**src/rtl/id_mod.sv**
```systemverilog
// Instruction-decode stage: register file with WB bypass, control/immediate decode,
// load-use hazard detection and the ID/EX pipeline register.
module id_mod (
  input  logic        clk_cpu,
  input  logic        rst,
  input  logic [31:0] ir_d,
  input  logic [31:0] pc_d,
  input  logic        wb_we,
  input  logic [4:0]  wb_rd,
  input  logic [31:0] wb_data,
  input  logic        flush,
  output logic [31:0] a,
  output logic [31:0] b,
  output logic [31:0] imm,
  output logic [31:0] ire,
  output logic [31:0] ctr,
  output logic [31:0] pce,
  output logic        stall,
  input  logic [4:0]  dbg_ra,
  output logic [31:0] dbg_rd
);

  localparam logic [6:0] OP_R     = 7'h33;
  localparam logic [6:0] OP_IMM   = 7'h13;
  localparam logic [6:0] OP_AUIPC = 7'h17;
  localparam logic [6:0] OP_LOAD  = 7'h03;
  localparam logic [6:0] OP_STORE = 7'h23;
  localparam logic [6:0] OP_BR    = 7'h63;
  localparam logic [6:0] OP_JAL   = 7'h6F;

  logic [31:0] regs_q [32];
  logic [31:0] a_q, b_q, imm_q, ire_q, pce_q;
  logic [7:0]  ctr_q;
  logic [31:0] a_d, b_d, imm_d;
  logic [7:0]  ctr_d;
  logic        uses_rs2;
  logic        stall_raw;
  logic [31:0] rs1_val, rs2_val;

  logic [6:0] opcode, funct7;
  logic [2:0] funct3;
  logic [4:0] rs1, rs2;

  assign opcode = ir_d[6:0];
  assign funct3 = ir_d[14:12];
  assign funct7 = ir_d[31:25];
  assign rs1    = ir_d[19:15];
  assign rs2    = ir_d[24:20];

  // Same-cycle WB write is forwarded so ID never reads a stale value.
  function automatic logic [31:0] rf_read(input logic [4:0] ra, input logic [31:0] stored,
                                          input logic we, input logic [4:0] wa,
                                          input logic [31:0] wd);
    if (ra == 5'd0)
      return 32'd0;
    else if (we && (wa == ra))
      return wd;
    else
      return stored;
  endfunction

  assign rs1_val = rf_read(rs1, regs_q[rs1], wb_we, wb_rd, wb_data);
  assign rs2_val = rf_read(rs2, regs_q[rs2], wb_we, wb_rd, wb_data);
  assign dbg_rd  = rf_read(dbg_ra, regs_q[dbg_ra], wb_we, wb_rd, wb_data);

  always_comb begin
    ctr_d    = 8'h00;
    imm_d    = 32'd0;
    uses_rs2 = 1'b0;
    case (opcode)
      OP_R: begin
        uses_rs2 = 1'b1;
        if (funct3 == 3'b000 && funct7 == 7'h00) ctr_d = 8'h80;
        else if (funct3 == 3'b000 && funct7 == 7'h20) ctr_d = 8'h88;
      end
      OP_IMM: begin
        if (funct3 == 3'b000) begin
          ctr_d = 8'hC0;
          imm_d = {{20{ir_d[31]}}, ir_d[31:20]};
        end else if (funct3 == 3'b001 && funct7 == 7'h00) begin
          ctr_d = 8'hD0;
          imm_d = {{20{ir_d[31]}}, ir_d[31:20]};
        end
      end
      OP_AUIPC: begin
        ctr_d = 8'h98;
        imm_d = {ir_d[31:12], 12'd0};
      end
      OP_LOAD: begin
        if (funct3 == 3'b010) begin
          ctr_d = 8'hC6;
          imm_d = {{20{ir_d[31]}}, ir_d[31:20]};
        end
      end
      OP_STORE: begin
        uses_rs2 = 1'b1;
        if (funct3 == 3'b010) begin
          ctr_d = 8'h60;
          imm_d = {{20{ir_d[31]}}, ir_d[31:25], ir_d[11:7]};
        end
      end
      OP_BR: begin
        uses_rs2 = 1'b1;
        if (funct3 == 3'b000 || funct3 == 3'b110) begin
          ctr_d = 8'h09;
          imm_d = {{19{ir_d[31]}}, ir_d[31], ir_d[7], ir_d[30:25], ir_d[11:8], 1'b0};
        end
      end
      OP_JAL: begin
        ctr_d = 8'h81;
        imm_d = {{11{ir_d[31]}}, ir_d[31], ir_d[19:12], ir_d[20], ir_d[30:21], 1'b0};
      end
      default: ;
    endcase
  end

  // jal carries its link address through the A operand.
  assign a_d = (opcode == OP_JAL) ? (pc_d + 32'd4) : rs1_val;
  assign b_d = (opcode == OP_JAL) ? 32'd0 : rs2_val;

  assign stall_raw = ctr_q[1] && (ire_q[11:7] != 5'd0) &&
                     ((ire_q[11:7] == rs1) || (uses_rs2 && (ire_q[11:7] == rs2)));
  assign stall = stall_raw && !flush;

  always_ff @(posedge clk_cpu) begin
    if (rst) begin
      for (int i = 0; i < 32; i++) regs_q[i] <= 32'd0;
    end else if (wb_we && (wb_rd != 5'd0)) begin
      regs_q[wb_rd] <= wb_data;
    end
  end

  always_ff @(posedge clk_cpu) begin
    if (rst || flush || stall_raw) begin
      a_q   <= 32'd0;
      b_q   <= 32'd0;
      imm_q <= 32'd0;
      ire_q <= 32'd0;
      ctr_q <= 8'h00;
      pce_q <= 32'd0;
    end else begin
      a_q   <= a_d;
      b_q   <= b_d;
      imm_q <= imm_d;
      ire_q <= ir_d;
      ctr_q <= ctr_d;
      pce_q <= pc_d;
    end
  end

  assign a   = a_q;
  assign b   = b_q;
  assign imm = imm_q;
  assign ire = ire_q;
  assign ctr = {24'd0, ctr_q};
  assign pce = pce_q;

endmodule

```
**config.mk**
```make
export PLATFORM = sky130hd
export DESIGN_NAME = id_mod
export DESIGN_NICKNAME = d
export VERILOG_FILES = /design/src/rtl/id_mod.sv
export SDC_FILE = /design/constraint.sdc
export NUM_CORES = 2
export LEC_CHECK = 0
export ABC_CLOCK_PERIOD_IN_PS = 3250
export BUFFER_PORTS_ARGS = -buffer_cell sky130_fd_sc_hd__buf_2
export CORE_ASPECT_RATIO = 1.5
export CORE_MARGIN = 4
export CORE_UTILIZATION = 35
export CTS_BUF_LIST = sky130_fd_sc_hd__clkbuf_4
export CTS_CLUSTER_SIZE = 14
export DETAILED_ROUTE_END_ITERATION = 8
export REMOVE_ABC_BUFFERS = 1
export SLEW_MARGIN = 15
export SYNTH_ARGS = -nofsm -noshare
export SYNTH_HDL_FRONTEND = slang
export SYNTH_SLANG_ARGS = --single-unit
```
**constraint.sdc**
```tcl
create_clock -name clk_cpu -period 3.25 [get_ports clk_cpu]
set_input_delay 0.1625 -clock clk_cpu [delete_from_list [all_inputs] [get_ports clk_cpu]]
set_output_delay 0.1625 -clock clk_cpu [all_outputs]
set_load 0.05 [all_outputs]
```
==> run_results.csv <==
group,metric,value,unit
grt,grt_overflow,0,
grt,grt_pass1_wl,432000,microns
cts,clk_pin_slew_worst_paths,80,ps
timing,drv_slew,0,
critical_path,cp_data_arrival_time,3520,ps
final_layout,areaGrowthSynthToFinish,20.0,%
yosys,yosysMostFrequentCell,"edfxtp_1",
outcome,violations,"setup timing",
critical_path,worstPathMaxFanout,2,
yosys,yosysUniqueCellTypes,65,
floorplanning,fp.coreArea,196000,sq um
routing,via_per_inst,6.39,
grt,grt_max_degree,67,
timing,fin_skew,112,ps
routing,drtAntennaViolNets,0,
run,cap_violations,0,
floorplanning,row_count,199,
grt,grtUsageTotal,30.4,%
placement,dp_worst_setup_slack,23.5,ps
power,netSwitchingFraction,30.5,%
floorplanning,top_level_ports,335,
yosys,synth_top_area_share,44.4,%
placement,hpwlAfterDp,198000,microns
yosys,synth_ff_type,"edfxtp_1",
yosys,netlist_instances,4869,
cts,cts.sinks,1191,
grt,grt_pass1_vias,54300,
outcome,status,"finished with violations",
timing,worst-slew-pin-transition,1290,ps
critical_path,path_class,"flop to primary output",
power,leakage,30.4,nW
critical_path,cp-end-kind,"primary output",
floorplanning,die_area,205000,sq um
final_layout,fillCellCount,17900,
yosys,synth_top_area_cell,"edfxtp_1",
floorplanning,start_util,35.3,%
timing,post-route-min-period,3690,ps
placement,io_buffers,310,
yosys,synth_edf_count,1024,
yosys,synth_seq_cells,1191,
placement,dp_cells,7637,
cts,cts_tree,"yes",
final_layout,fin_nets,5740,
final_layout,drive_gt1_share,36.0,%
cts,cts_root_buf,"clkbuf_4",
placement,gp_congestion,0.942,
routing,vias,54300,
yosys,syn_area_per_cell,14.2,sq um
power,p_clk_share,34.2,%
routing,routedWlPerCell,37.6,microns
timing,final_hold_viol_count,0,
critical_path,cp_common_cell,"mux4_2",
yosys,ys.warnings.count,0,
yosys,ys_async_sr_fraction,0,%
critical_path,crit_chain,"mux4_2 > mux4_2 > and3_4 > a221o_2 > buf_8",
routing,drt_wl_total,320000,microns
critical_path,slowest_delay,540,ps
final_layout,fin_area,83200,sq um
critical_path,start_kind,"flop",
worst_hold_path,hold_path_class,"input port to flop",
yosys,ys_seq_area_share,49.2,%
routing,drc,0,
critical_path,critPathSlowestCell,"mux4_2",
timing,worst_slack,-436,ps
timing,fmax,0.271,GHz
cts,cts_buffers,312,
placement,placed_area,76100,sq um
power,ir_drop,0.000310,V
yosys,synth_area,69300,sq um
critical_path,crit_required,3090,ps
cts,clk_latency,1230,ps
timing,period_share,113,%
final_layout,layout.cells.non_filler,8509,
critical_path,crit_buf_inv,1,
grt,antenna_found_initial,36,
power,seq_power_share,46.2,%
power,p_sw,11.9,mW
power,combPwrFrac,19.6,%
floorplanning,dieHeight,553,microns
power,powerDensity,468,nW/um^2
cts,clock_path_buffers,4,
power,p_int,27.0,mW
floorplanning,die_x,371,microns
critical_path,critical_path.top_delay_family,"multiplexers",
routing,drtIter0Drc,7973,
timing,relSlewSlack,14.0,%
timing,finalSetupViolCount,29,
yosys,synth_common_cells,"edfxtp_1 (1024), and2_1 (975), mux4_2 (741)",
timing,setup_tns,-5510,ps
routing,first_pass_iters,9,
yosys,synth.area.top_cells,"edfxtp_1 (44%), mux4_2 (24%), and2_1 (8.8%)",
cts,cts-htree-levels,5,
timing,rsz0062_at_grt,"true",
[placed cells by master, fill, tap and decap left out, drive strengths merged, types with 20 or more instances in the layout]
master | netlist | routed
nor2 | 119 | 119
a211oi | 44 | 44
xor2 | 31 | 31
o22ai | 93 | 93
nand2 | 108 | 108
a22oi | 119 | 119
mux2i | 323 | 323
diode | 0 | 44
dfxtp | 167 | 167
o21ai | 25 | 25
nor2b | 27 | 27
edfxtp | 1024 | 1024
or2 | 35 | 35
buf | 192 | 734
clkinv | 1 | 87
clkbuf | 364 | 439
a21oi | 59 | 59
nor3 | 97 | 97
a221o | 22 | 22
dlygate4sd3 | 0 | 211
and3 | 84 | 84
xnor2 | 20 | 20
and2 | 976 | 976
mux4 | 741 | 741
conb | 1 | 56
nand3 | 50 | 50
[worst min-delay path: cells and delay by family]
kind	cells	cell delay [ps]
AO/OA/AOI/OAI	1	70
AND/OR/NAND/NOR	3	300
buffers and inverters	2	650
[cell type report]
class                           count  area [sq um]  area share, %
Antenna cell                       44           110          0.132
Clock buffer                      438          3290           3.95
Clock inverter                     99           498          0.599
Inverter                           11          46.3         0.0557
Multi-Input combinational cell   3166         33500           40.3
Sequential cell                  1191         34100           41.0
Tap cell                         2613          3270           3.93
Timing Repair Buffer              947          8390           10.1
[power groups by stage]
stage / logic (mW) / registers [mW] / clock network (mW)
finish: 7.61 / 18.0 / 13.3
detailed placement: 7.01 / 18.3 / 0
floorplan: 3.30 / 18.4 / 0
CTS: 7.42 / 18.0 / 13.4
global route: 7.77 / 18.1 / 14.2
global placement: 6.98 / 18.2 / 0
[cells by family after synthesis]
family / count (synthesis) / share of synthesized area, %
mux: 1078 / 29.0
buf+inv: 567 / 3.82
fa+ha+maj: 1 / 0.0181
xor+xnor: 51 / 0.645
other cells: 1 / 0.00541
flops: 1191 / 49.2
compound gates: 429 / 4.33
simple gates: 1551 / 13.0
[flip-flops by register name, summed over array words and instances (netlist names)]
register	count
pce	32
ctr_q	7
a	32
imm	32
regs_q	1024
ire	32
b	32
[metal layers]
metal  share of wire, %  vias to the layer above  GRT usage, %
met5               0.10                        -         0.855
met4                9.7                       14          23.9
met1                 32                    27400          34.2
li1                   -                    20700             -
met2                 45                     4777          47.5
met3                 13                     1463          9.74
[what timing repair did]
action                                   CTS  global route
hold buffers                             210             3
hold endpoints to repair                1192             5
resized for setup                         81            18
setup buffers                             54            28
gates cloned                               1             0
pin swaps                                 22             4
endpoints found under the setup margin    33            35
[worst paths after layout]
check            startpoint  cells after the start  slack [ps]          to
max          regs_q[20][12]                      5        -440  dbg_rd[12]
max reg2reg   regs_q[3][13]                      8         190       a[13]
min                ir_d[25]                      6          10    ctr_q[4]
min reg2reg        ctr_q[2]                      3         940      ire[3]
[through the flow]
stage	utilization, %	hold slack [ps]	total power, mW
5_1_grt	42.3	25.6	40.0
3_3_place_gp	38.7	421	25.2
4_1_cts	42.1	0.0810	38.8
3_5_place_dp	38.7	427	25.3
6_report	42.3	12.7	38.9
2_1_floorplan	-	275	21.7
(Power assumes the default switching activity.)
